<file path="src/rtl/signsat.sv">
// Narrows a signed M-bit sample to N bits with clamping, behind a one-deep
// valid/ready register stage, and counts how many accepted samples clamped.
module signsat #(
    parameter int M     = 5,
    parameter int N     = 2,
    parameter int CNT_W = 8
) (
    input  logic             i_clk,
    input  logic             i_rst_n,
    input  logic             i_valid,
    output logic             o_ready,
    input  logic [M-1:0]     i_val,
    output logic             o_valid,
    input  logic             i_ready,
    output logic [N-1:0]     o_val,
    output logic             o_sat,
    input  logic             i_clr,
    output logic [CNT_W-1:0] o_ovf_cnt
);

    localparam logic [N-1:0] POS_MAX = {1'b0, {(N-1){1'b1}}};
    localparam logic [N-1:0] NEG_MIN = {1'b1, {(N-1){1'b0}}};

    logic [M-N:0] upper;
    logic         in_range;
    logic [N-1:0] nar_val;
    logic         nar_sat;
    logic         in_xfer;
    logic         out_xfer;

    // The value fits when every bit from the MSB down to the new sign bit agrees.
    always_comb begin
        upper    = i_val[M-1:N-1];
        in_range = (&upper) || !(|upper);
        nar_val  = i_val[N-1:0];
        nar_sat  = 1'b0;
        if (!in_range) begin
            nar_sat = 1'b1;
            nar_val = i_val[M-1] ? NEG_MIN : POS_MAX;
        end
    end

    assign o_ready  = !o_valid || i_ready;
    assign in_xfer  = i_valid && o_ready;
    assign out_xfer = o_valid && i_ready;

    always_ff @(posedge i_clk or negedge i_rst_n) begin
        if (!i_rst_n) begin
            o_valid <= 1'b0;
            o_val   <= '0;
            o_sat   <= 1'b0;
        end else if (in_xfer) begin
            o_valid <= 1'b1;
            o_val   <= nar_val;
            o_sat   <= nar_sat;
        end else if (out_xfer) begin
            o_valid <= 1'b0;
            o_val   <= '0;
            o_sat   <= 1'b0;
        end
    end

    // Clear wins over a same-cycle increment; the count sticks at all-ones.
    always_ff @(posedge i_clk or negedge i_rst_n) begin
        if (!i_rst_n) begin
            o_ovf_cnt <= '0;
        end else if (i_clr) begin
            o_ovf_cnt <= '0;
        end else if (in_xfer && nar_sat && (o_ovf_cnt != {CNT_W{1'b1}})) begin
            o_ovf_cnt <= o_ovf_cnt + 1'b1;
        end
    end

endmodule

</file>
<file path="config.mk">
export PLATFORM = sky130hd
export DESIGN_NAME = signsat
export DESIGN_NICKNAME = d
export VERILOG_FILES = /design/src/rtl/signsat.sv
export SDC_FILE = /design/constraint.sdc
export NUM_CORES = 1
export LEC_CHECK = 0
export BUFFER_PORTS_ARGS = -buffer_cell sky130_fd_sc_hd__buf_4
export CAP_MARGIN = 25
export CORE_MARGIN = 3
export CORE_UTILIZATION = 48
export CTS_BUF_LIST = sky130_fd_sc_hd__clkbuf_16
export CTS_CLUSTER_SIZE = 14
export DETAILED_ROUTE_END_ITERATION = 8
export PLACE_DENSITY_LB_ADDON = 0.08
export SYNTH_ARGS = -nofsm -noshare
export SYNTH_HDL_FRONTEND = slang
export SYNTH_SLANG_ARGS = --single-unit
</file>
<file path="constraint.sdc">
create_clock -name i_clk -period 2 [get_ports i_clk]
set_input_delay 0.2 -clock i_clk [delete_from_list [all_inputs] [get_ports i_clk]]
set_output_delay 0.2 -clock i_clk [all_outputs]
set_load 0.005 [all_outputs]
</file>
Word-level counts from Yosys, hierarchy flattened --
Index checks and enable logic that the tools add are counted.
Word-level totals: output and inout bits 13, flip-flop bits (word level) 12, bits in read-only memories 0, RAM bits 0, input bits 10, memories 0, latch bits 0, word-level logic and storage cells 28
Operators by class: multiply operators 0, bitwise operators 0, equality and inequality tests 1, mux-type cells 10, reduce and logical (&&, ||, !) cells 12, div/mod/pow operators 0, add/sub/neg operators 1, shift-type cells 0, magnitude comparators 0
Operators with widths (number):
- 8-bit two-way mux | 2
- 8-bit by 1-bit adder with 8-bit output, second input constant | 1
- 2-bit two-way mux | 4
- 8-bit inequality test, second input constant | 1
- 1-bit logical AND | 4
- 1-bit two-way mux | 4
- 4-bit AND reduction | 1
- 2-bit nonzero test | 2
- 4-bit OR reduction | 1
- 1-bit logical NOT | 2
- 1-bit logical OR | 2

Depth between registers and ports, before layout --
depth in word-level cells 8, mapped depth 6, depth with buffers taken out 5

Worst setup path after synthesis --
Ideal clock, no wire load.
path type flip-flop to flip-flop, start point register o_ovf_cnt[0], end point register o_ovf_cnt[3], setup time 125 ps, path buffers 1, period minus slack after synthesis 1585 ps, stages on the path, launching flop included 7, setup slack 415 ps, arrival time 1461 ps, required time 1875 ps, path through dfrtp_1 ha_1 nand3_1 o21ai_2 buf_2 nor3b_1 mux2_2
On the way: cells in the longest elaborated chain, start to end 3, elaborated cells on any way between the ends 6, classes of those cells add/sub (1); eq/ne (1); mux (2); reduce/logical (2)
RTL lines:
- from (decl) | line 18 | output logic [CNT_W-1:0] o_ovf_cnt
- from (signal assigned) | line 70 | o_ovf_cnt <= o_ovf_cnt + 1'b1;
- 8-bit by 1-bit adder with 8-bit output / 8-bit inequality test (equally long branches) | line 70, 69
- 8-bit two-way mux / 1-bit logical AND (equally long branches) | line 69 | end else if (in_xfer && nar_sat && (o_ovf_cnt != {CNT_W{1'b1}})) begin
- 8-bit two-way mux / 2-bit nonzero test (equally long branches)
Parallel ways exist; a longest one is shown, timed or not. The select of a mux whose other input is x is not followed. A chain may end at the register's enable or synchronous reset.

Worst setup path in the final report --
start point register o_ovf_cnt[0], end point register o_ovf_cnt[4]
Same word-level chain as after synthesis.

==> impl_metrics.yaml <==
global_routing:
  grt_usage_pct: 18.9
  grt_overflow: 0
  grt_pass1_wl_um: 2660
  grt_pass1_vias: 600
  grt_max_degree: 15
  antenna_found_initial: 0
die:
  die_area_sq_mm: 0.00201
  io_pins: 23
  die_w_um: 44.8
  row_count: 13
  core_area_sq_mm: 0.00135
  die_y_um: 44.8
  start_util_pct: 53.6
worst_setup_path:
  critPathMaxFanout: 12
  required_ps: 2160
  arrival_ps: 1800
  crit_slowest_cell: "or4_1"
  worstSetupEndpointType: "register"
  r2r_slack_ps: 360
  max_stage_delay_ps: 500
  worstRegToRegCells: 5
  cp_cell_sequence: "ha_1, nand3_1, o21ai_2, or4_1, a21oi_1"
  startpoint_type: "register"
  path_class: "reg -> reg"
  reg2reg_to: "o_ovf_cnt[4]"
  r2r_start: "o_ovf_cnt[0]"
finish:
  drive_above_1_share_pct: 31.7
  multi_input_area_sq_um: 384
  n_fill_cell: 106
  synthToLayoutAreaGrowth_pct: 33.4
  nNetsFinal: 114
  n_antenna_cell: 0
  fin_util_pct: 71.5
  regArea_sq_um: 300
timing:
  max_clock_freq_ghz: 0.610
  drv_slew: 0
  relSlewSlack_pct: 65.4
  fin_crit_sh_pct: 82.0
  hold_violations: 0
  finClkSkew_ps: 2.81
  tns_ps: 0
  min_period_ps: 1640
  setup_viol: 0
  worst_pin_slew_ps: 519
  rsz0062_at_grt: "false"
placement:
  port_buffers: 22
  dp_hpwl_um: 1220
  place_congestion: 0.775
power:
  p_leak_uw: 0.000435
  irDropWorstVdd_mv: 0.459
  power_density_mw_per_mm2: 756
clock_network:
  clock-sinks: 12
  clock_latency_ps: 240
  cts_max_level: 1
  cts_max_path_buffers: 2
  cts_root_buffer: "clkbuf_16"
  clk_pin_slew_ps: 40
  cts_buffers: 3
  cts_tree: "built"
synthesis:
  synth.avg_cell_area_sq_um: 9.15
  synth_nets: 90
  synth.distinct_cells: 35
  ys_seq_area_share_pct: 41.5
  synth_area_sq_um: 723
  yosys_warnings: 0
  synth_seq_cells: 12
  synthCells: 79
routing:
  vias_per_cell: 6.00
  wl_per_cell_um: 14.4
  drt_iter0_drc: 20
  drtPass1Iterations: 4
  ant_nets: 0
  vias: 696
  drc: 0
  drt_wl_total_um: 1680
hold_path:
  holdCritPathClass: "in -> reg"
  hold_depth: 3
  hold_end: "o_val[1]"
  hp-start: "i_ready"
outcome:
  outcome: "finished clean"
run:
  cap_violations: 0
-- layout make-up --
class | count | share of cell area, %
clock buffer | 3 | 7.78
inverter | 3 | 1.17
multi-input combinational | 60 | 39.8
sequential | 12 | 31.1
tap | 15 | 1.95
timing repair buffer | 23 | 18.2
-- where the power goes --
part           leakage, uW  switching [uW]  internal [uW]
clock network    0.0000370            98.1            260
registers         0.000158            12.9            257
logic             0.000240            50.4           51.1
-- cell usage in the layout, fill, tap and decap left out, drive strengths merged, types with 3 or more instances in the layout --
| master | synthesis | routed |
|---|---|---|
| o31ai | 3 | 3 |
| or4 | 3 | 3 |
| nor3 | 4 | 4 |
| nand3 | 5 | 5 |
| o21ai | 3 | 3 |
| a21oi | 6 | 6 |
| nand2b | 3 | 3 |
| buf | 4 | 22 |
| nor2 | 5 | 5 |
| inv | 3 | 3 |
| dfrtp | 12 | 12 |
| clkbuf | 0 | 3 |
| nand2 | 6 | 6 |
-- layer usage --
| layer | vias to the layer above | share of wire, % | global-route usage, % |
|---|---|---|---|
| li1 | 341 | - | - |
| met1 | 326 | 47 | 24.9 |
| met2 | 27 | 45 | 28.1 |
| met3 | 2 | 6.7 | 5.98 |
| met4 | 0 | 1.3 | 8.77 |
| met5 | - | 0 | 0 |
-- what timing repair did --
item / CTS / global route
hold buffers: 1 / 0
endpoints found under the hold margin: 12 / 0
resized for setup: 0 / 0
setup buffers: 0 / 0
endpoints found under the setup margin: 0 / 0
-- worst max-delay path by stage --
| stage | endpoint | startpoint | cells after the start |
|---|---|---|---|
| finish | o_ovf_cnt[4] | o_ovf_cnt[0] | 5 |
| global route | o_ovf_cnt[3] | o_ovf_cnt[0] | 5 |
| CTS | o_ovf_cnt[3] | o_ovf_cnt[0] | 5 |
| detailed placement | o_ovf_cnt[7] | i_val[2] | 5 |
| global placement | o_ovf_cnt[5] | o_ovf_cnt[0] | 5 |
| floorplan | o_ovf_cnt[3] | o_ovf_cnt[0] | 6 |
-- synthesized netlist by cell type --
cell | number | area (sq um)
or3b_1 | 1 | 8.76
ha_1 | 1 | 12.5
a221oi_1 | 1 | 8.76
buf_6 | 1 | 11.3
o221ai_1 | 1 | 8.76
nand3_1 | 5 | 25.0
nand2_1 | 6 | 22.5
mux2_2 | 2 | 22.5
or4_1 | 3 | 22.5
and2_4 | 1 | 8.76
nor3b_1 | 1 | 7.51
or3_1 | 1 | 6.26
nand2b_1 | 3 | 18.8
nor3_1 | 4 | 20.0
nor4b_1 | 1 | 8.76
o22ai_1 | 1 | 6.26
nor2b_1 | 2 | 12.5
a21oi_1 | 6 | 30.0
and3_1 | 1 | 6.26
and4_1 | 1 | 8.76
and3_2 | 1 | 7.51
o31ai_1 | 3 | 22.5
a31oi_1 | 2 | 12.5
a2bb2oi_2 | 1 | 15.0
inv_1 | 3 | 11.3
dfrtp_1 | 12 | 300
o21ai_2 | 1 | 8.76
o21ai_0 | 2 | 10.0
nor2_1 | 5 | 18.8
buf_4 | 1 | 7.51
buf_2 | 1 | 5.00
nand4_1 | 1 | 6.26
or2b_1 | 1 | 7.51
o21ba_2 | 1 | 10.0
buf_1 | 1 | 3.75
-- sequential cells by signal, indices dropped and copies added, names as in the netlist --
name       count
o_ovf_cnt      8
o_sat          1
o_val          2
o_valid        1
-- critical path: cells and delay by family, from the launching register on --
family / cells / cell delay, ps
DFF: 1 / 410
adders and majority gates: 1 / 250
AOI/OAI and AO/OA: 2 / 290
and+or+nand+nor: 2 / 610
-- cells by family after synthesis --
group | synth area share, %
mux | 3.11
compound gates | 18.3
simple gates | 29.9
flops | 41.5
fa+ha+maj | 1.73
buf+inv | 5.36
-- metrics by stage --
stage	instance area (sq um)	setup WS, ps	instances	hold WS, ps	total power (uW)
final	965	360	116	197	729
after detailed placement	880	382	112	46.1	373
after global placement	880	416	112	45.2	370
after CTS	965	372	116	199	738
after floorplan	723	415	79	-95.6	325
after global routing	965	250	116	201	772
Note: power is estimated with default switching activity, not from simulation.
